### src/rtl/img2col_pkg.sv
// rtl/img2col_pkg.sv - shared types, widths and helpers for the img2col window sequencer
//   Contents: state_t (sequencer FSM states), DATA_W, out_dim() for window counts,
//   idx_w() for index widths that stay at least one bit wide.
package img2col_pkg;

  localparam int DATA_W = 16;

  typedef enum logic [2:0] {
    IDLE  = 3'd0,
    FILL  = 3'd1,
    EMIT  = 3'd2,
    SHIFT = 3'd3,
    DONE  = 3'd4
  } state_t;

  // Number of valid window positions along one image axis.
  function automatic int out_dim(input int img, input int k);
    return img - k + 1;
  endfunction

  // Index width for n positions; a single position still gets a 1-bit port.
  function automatic int idx_w(input int n);
    return (n > 1) ? $clog2(n) : 1;
  endfunction

endpackage

### src/rtl/img2col_win_counter.sv
// rtl/img2col_win_counter.sv - saturating window row/column position counter
//   Ports: clk, nrst (async active-low); clr zeroes both indices; col_inc advances the
//   column; row_inc advances the row and returns the column to 0; col/row are the
//   current indices; last_col/last_row flag the terminal positions.
module img2col_win_counter
  import img2col_pkg::*;
#(
  parameter int N_COL = 24,
  parameter int N_ROW = 24,
  parameter int COL_W = idx_w(N_COL),
  parameter int ROW_W = idx_w(N_ROW)
) (
  input  logic             clk,
  input  logic             nrst,
  input  logic             clr,
  input  logic             col_inc,
  input  logic             row_inc,
  output logic [COL_W-1:0] col,
  output logic [ROW_W-1:0] row,
  output logic             last_col,
  output logic             last_row
);

  assign last_col = (col == COL_W'(N_COL - 1));
  assign last_row = (row == ROW_W'(N_ROW - 1));

  // Both indices hold at their terminal values instead of wrapping.
  always_ff @(posedge clk or negedge nrst) begin
    if (!nrst) begin
      col <= '0;
      row <= '0;
    end else if (clr) begin
      col <= '0;
      row <= '0;
    end else if (row_inc) begin
      col <= '0;
      if (!last_row) row <= row + 1'b1;
    end else if (col_inc && !last_col) begin
      col <= col + 1'b1;
    end
  end

endmodule

### src/rtl/img2col_window_sequencer.sv
// rtl/img2col_window_sequencer.sv - steps a KxK window over the feature map and drives PU/MAC handshakes
//   Ports: clk, nrst (async active-low); start frame pulse; pix_valid/pix_ready column
//   input handshake; pu_wr_en/pu_wr_addr group-buffer write; pu_rd_en/pu_round PU read
//   control; win_valid/win_ready with win_row/win_col window offer; busy; done pulse.
module img2col_window_sequencer
  import img2col_pkg::*;
#(
  parameter int KERNEL = 5,
  parameter int IMG_W  = 28,
  parameter int IMG_H  = 28,
  parameter int ADDR_W = 3
) (
  input  logic                                      clk,
  input  logic                                      nrst,
  input  logic                                      start,
  input  logic                                      pix_valid,
  output logic                                      pix_ready,
  output logic                                      pu_wr_en,
  output logic [ADDR_W-1:0]                         pu_wr_addr,
  output logic                                      pu_rd_en,
  output logic                                      pu_round,
  output logic                                      win_valid,
  input  logic                                      win_ready,
  output logic [idx_w(out_dim(IMG_H, KERNEL))-1:0]  win_row,
  output logic [idx_w(out_dim(IMG_W, KERNEL))-1:0]  win_col,
  output logic                                      busy,
  output logic                                      done
);

  localparam int OUT_W = out_dim(IMG_W, KERNEL);
  localparam int OUT_H = out_dim(IMG_H, KERNEL);
  localparam logic [ADDR_W-1:0] LAST_SLOT = ADDR_W'(KERNEL - 1);

  state_t            state, state_nxt;
  logic [ADDR_W-1:0] fill_cnt;
  logic              cnt_clr, col_inc, row_inc;
  logic              fill_clr, fill_inc;
  logic              round_set, round_clr;
  logic              last_col, last_row;

  img2col_win_counter #(
    .N_COL (OUT_W),
    .N_ROW (OUT_H)
  ) u_win_counter (
    .clk      (clk),
    .nrst     (nrst),
    .clr      (cnt_clr),
    .col_inc  (col_inc),
    .row_inc  (row_inc),
    .col      (win_col),
    .row      (win_row),
    .last_col (last_col),
    .last_row (last_row)
  );

  always_ff @(posedge clk or negedge nrst) begin
    if (!nrst) state <= IDLE;
    else       state <= state_nxt;
  end

  // Every output except pu_wr_en is a decode of registered state, so the
  // column port and the window port are mutually exclusive by construction.
  always_comb begin
    state_nxt  = state;
    pix_ready  = 1'b0;
    pu_wr_addr = '0;
    pu_rd_en   = 1'b0;
    win_valid  = 1'b0;
    done       = 1'b0;
    cnt_clr    = 1'b0;
    col_inc    = 1'b0;
    row_inc    = 1'b0;
    fill_clr   = 1'b0;
    fill_inc   = 1'b0;
    round_set  = 1'b0;
    round_clr  = 1'b0;
    case (state)
      IDLE: begin
        if (start) begin
          cnt_clr   = 1'b1;
          fill_clr  = 1'b1;
          round_set = 1'b1;
          state_nxt = FILL;
        end
      end
      FILL: begin
        pix_ready  = 1'b1;
        pu_wr_addr = fill_cnt;
        if (pix_valid) begin
          if (fill_cnt == LAST_SLOT) state_nxt = EMIT;
          else                       fill_inc  = 1'b1;
        end
      end
      EMIT: begin
        win_valid = 1'b1;
        pu_rd_en  = 1'b1;
        if (win_ready) begin
          if (!last_col) begin
            col_inc   = 1'b1;
            round_clr = 1'b1;
            state_nxt = SHIFT;
          end else if (!last_row) begin
            row_inc   = 1'b1;
            fill_clr  = 1'b1;
            round_set = 1'b1;
            state_nxt = FILL;
          end else begin
            state_nxt = DONE;
          end
        end
      end
      SHIFT: begin
        // Only the newest slot is written; the PU ages the older columns itself.
        pix_ready  = 1'b1;
        pu_wr_addr = LAST_SLOT;
        if (pix_valid) state_nxt = EMIT;
      end
      DONE: begin
        done      = 1'b1;
        round_clr = 1'b1;
        state_nxt = IDLE;
      end
      default: state_nxt = IDLE;
    endcase
  end

  assign busy     = (state != IDLE);
  assign pu_wr_en = pix_valid && pix_ready;

  always_ff @(posedge clk or negedge nrst) begin
    if (!nrst) begin
      fill_cnt <= '0;
      pu_round <= 1'b0;
    end else begin
      if (fill_clr)      fill_cnt <= '0;
      else if (fill_inc) fill_cnt <= fill_cnt + 1'b1;
      if (round_set)      pu_round <= 1'b1;
      else if (round_clr) pu_round <= 1'b0;
    end
  end

endmodule

### config.mk
export PLATFORM = sky130hd
export DESIGN_NAME = img2col_window_sequencer
export DESIGN_NICKNAME = d
export VERILOG_FILES = /design/src/rtl/img2col_pkg.sv /design/src/rtl/img2col_win_counter.sv /design/src/rtl/img2col_window_sequencer.sv
export SDC_FILE = /design/constraint.sdc
export NUM_CORES = 1
export LEC_CHECK = 0
export BUFFER_PORTS_ARGS = -buffer_cell sky130_fd_sc_hd__buf_2
export CAP_MARGIN = 20
export CORE_MARGIN = 2
export CORE_UTILIZATION = 55
export CTS_BUF_LIST = sky130_fd_sc_hd__clkbuf_2 sky130_fd_sc_hd__clkbuf_4 sky130_fd_sc_hd__clkbuf_8
export DETAILED_ROUTE_END_ITERATION = 10
export GPL_ROUTABILITY_DRIVEN = 0
export PLACE_DENSITY_LB_ADDON = 0.15
export SYNTH_ARGS = -nofsm -noshare
export SYNTH_HDL_FRONTEND = slang
export SYNTH_SLANG_ARGS = --single-unit
### constraint.sdc
create_clock -name clk -period 1.7 [get_ports clk]
set_input_delay 0 -clock clk [delete_from_list [all_inputs] [get_ports clk]]
set_output_delay 0 -clock clk [all_outputs]
set_load 0.01 [all_outputs]
==> impl_metrics.tcl <==
set metrics [dict create \
    outcome "finished, final reports clean" \
    cp.arrival_ns 1.86 \
    ys_seq_elements 17 \
    hold_viol_final 0 \
    cts_tree "done" \
    die-height_um 48.3 \
    power_leakage_nw 0.610 \
    grt_pass1_vias 853 \
    dieArea_um2 2330 \
    synth_top_area_share_pct 39.4 \
    hold_path.class "input pin to register" \
    dr.pass1.iters 4 \
    crit_fanout 7 \
    io_pins 25 \
    totalWireLength_um 2180 \
    h-tree-depth 1 \
    synthFlopType "dfrtp_1" \
    grt_pass1_wl_um 3620 \
    setup_slack_ns 0.0557 \
    cts_made_buffers 3 \
    synth_warnings 0 \
    vias 933 \
    first_iter_violations 16 \
    hp-start "pix_valid" \
    grt_usage_pct 22.0 \
    relSlewSlack_pct 74.9 \
    drive_gt1_share_pct 34.8 \
    cp-end-kind "register" \
    max_cap_violations 0 \
    route.detailed.drc 0 \
    multi_input_area_um2 607 \
    rsz0062_at_grt "no" \
    crit_type "register to register" \
    min_period_over_period_pct 96.7 \
    final-setup-viol-count 0 \
    synthCells 109 \
    start_util_pct 56.7 \
    ff_latch_area_um2 427 \
    period_needed_ns 1.64 \
    cts_max_path_buffers 2 \
    synth_nets 118 \
    root_buffer "clkbuf_4" \
    fp-row-count 16 \
    fmax_mhz 608 \
    path_clk_slew_ns 0.10 \
    critPathRequiredTime_ns 1.91 \
    cts.sinks 17 \
    drt-vias-per-instance 5.65 \
    fin_area_um2 1310 \
    ir_worst_vdd_mv 0.746 \
    place_area_um2 1240 \
    fin_tns_setup_ns 0 \
    synth.distinct_cells 40 \
    worstMarginPinSlew_ns 0.377 \
    synth.area.top_cells "dfrtp_1, ha_1, a21oi_1" \
    n_fill_cell 148 \
    powerDensity_nw_per_um2 912 \
    antenna_cells 0 \
    post_synth_instance_area_um2 1080 \
    grt.overflow.total 0 \
    worstSetupStartpointType "register" \
    dp_hpwl_um 1650 \
    antenna_found_initial 0 \
    async_flop_share_pct 100 \
    portBuffers 24 \
    syn_to_final_growth_pct 21.7 \
    grt_max_degree 18 \
    yosys.area.top_type "dfrtp_1" \
    crit_path_start "u_win_counter.col[0]" \
    ys_seq_area_share_pct 39.4 \
    clk_latency_ns 0.28 \
    antenna_left 0 \
    postSynthAreaPerCell_um2 9.89 \
    preCtsSetupSlack_ns 0.0515 \
    wl_per_cell_um 13.2 \
    drv_slew 0 \
    die_w_um 48.3 \
    synth_edf_count 0 \
    fin_nets 148 \
    fin_skew_ns 0.00204 \
    core-area_um2 1900 \
    r2r-start "u_win_counter.col[0]" \
]
[layout make-up]
class / count / area share, %
multi-input cells: 80 / 46.2
repair buffers: 33 / 15.4
well taps: 27 / 2.57
flip-flops and latches: 17 / 32.5
clock buffers: 3 / 1.72
clock inverters: 1 / 0.381
inverters: 4 / 1.14
[cell usage after synthesis (2+ instances only)]
cell / number
a21oi_1: 8
a21oi_2: 2
and4b_1: 2
buf_2: 5
dfrtp_1: 17
ha_1: 4
inv_1: 4
mux2i_1: 4
nand2_1: 7
nand2b_1: 4
nand3_1: 6
nor2_1: 3
nor2b_1: 2
nor3b_1: 2
o21ai_0: 7
o31ai_1: 2
or3_1: 6
or4_1: 2
[layout by cell type (no fill, tap or decap), types with 2 or more instances in the layout]
| cell type | instances |
|---|---|
| dfrtp_1 | 16 |
| nor2b_1 | 2 |
| buf_2 | 24 |
| nor3b_1 | 2 |
| nand2b_1 | 4 |
| mux2i_1 | 4 |
| nand2_1 | 7 |
| o31ai_1 | 2 |
| or4_1 | 2 |
| or3_1 | 6 |
| a21oi_2 | 2 |
| a21oi_1 | 8 |
| ha_1 | 3 |
| o21ai_0 | 7 |
| nand3_1 | 6 |
| buf_4 | 7 |
| clkbuf_4 | 3 |
| nor2_1 | 3 |
| inv_1 | 4 |
[cells by family after synthesis]
group / synth area share (%)
and+or+nand+nor: 29.0
adders and majority gates: 4.64
buffers and inverters: 5.80
AOI/OAI and AO/OA: 17.4
muxes: 3.71
DFF: 39.4
[critical path, cell delays in order (launching register included)]
cell     delay [ns]
dfrtp_1        0.43
ha_2           0.24
and4b_2        0.26
or4_1          0.48
a21oi_1        0.16
[registers in the layout, indices dropped and copies added (netlist names)]
signal and flops:
state 3, pu_round 1, u_win_counter.row 5, u_win_counter.col 5, fill_cnt 3
[per-layer routing]
layer	vias up	wire length, um	GRT usage, %
li1	455	-	-
met2	21	1060	35.8
met4	0	38	10.8
met1	453	1010	28.1
met3	4	73	3.33
met5	-	0	0
[per-stage QoR]
step	hold WS, ns	instances	power (mW)	utilization, %
floorplan	-0.296	109	0.825	-
global placement	-0.0612	159	0.949	65.1
detailed placement	-0.0604	159	0.973	65.1
CTS	0.0225	164	1.19	67.0
global route	0.0298	165	1.29	69.0
finish	0.0197	165	1.20	69.0
[power breakdown]
part           internal [mW]  switching (mW)
clock                 0.0872           0.124
combinational          0.187           0.210
sequential             0.483           0.105
total                  0.758           0.439
[repair_timing]
action / in CTS / in global routing
gates resized for setup: 0 / 5
endpoints found under the hold margin: 17 / 0
setup buffers: 0 / 1
hold buffers: 1 / 0
setup endpoints to repair: 0 / 12
[worst paths after layout]
kind                                              to  slack, ns  cells after the start
worst max-delay path            u_win_counter.col[3]       0.06                      4
worst min-delay path                        state[1]       0.02                      3
worst max register to register  u_win_counter.col[3]       0.06                      4
worst min register to register              pu_round       0.55                      2
max in group asynchronous                   state[1]       1.25                      2
min in group asynchronous       u_win_counter.col[2]       0.16                      2
Note: power is estimated with default switching activity, not from simulation.
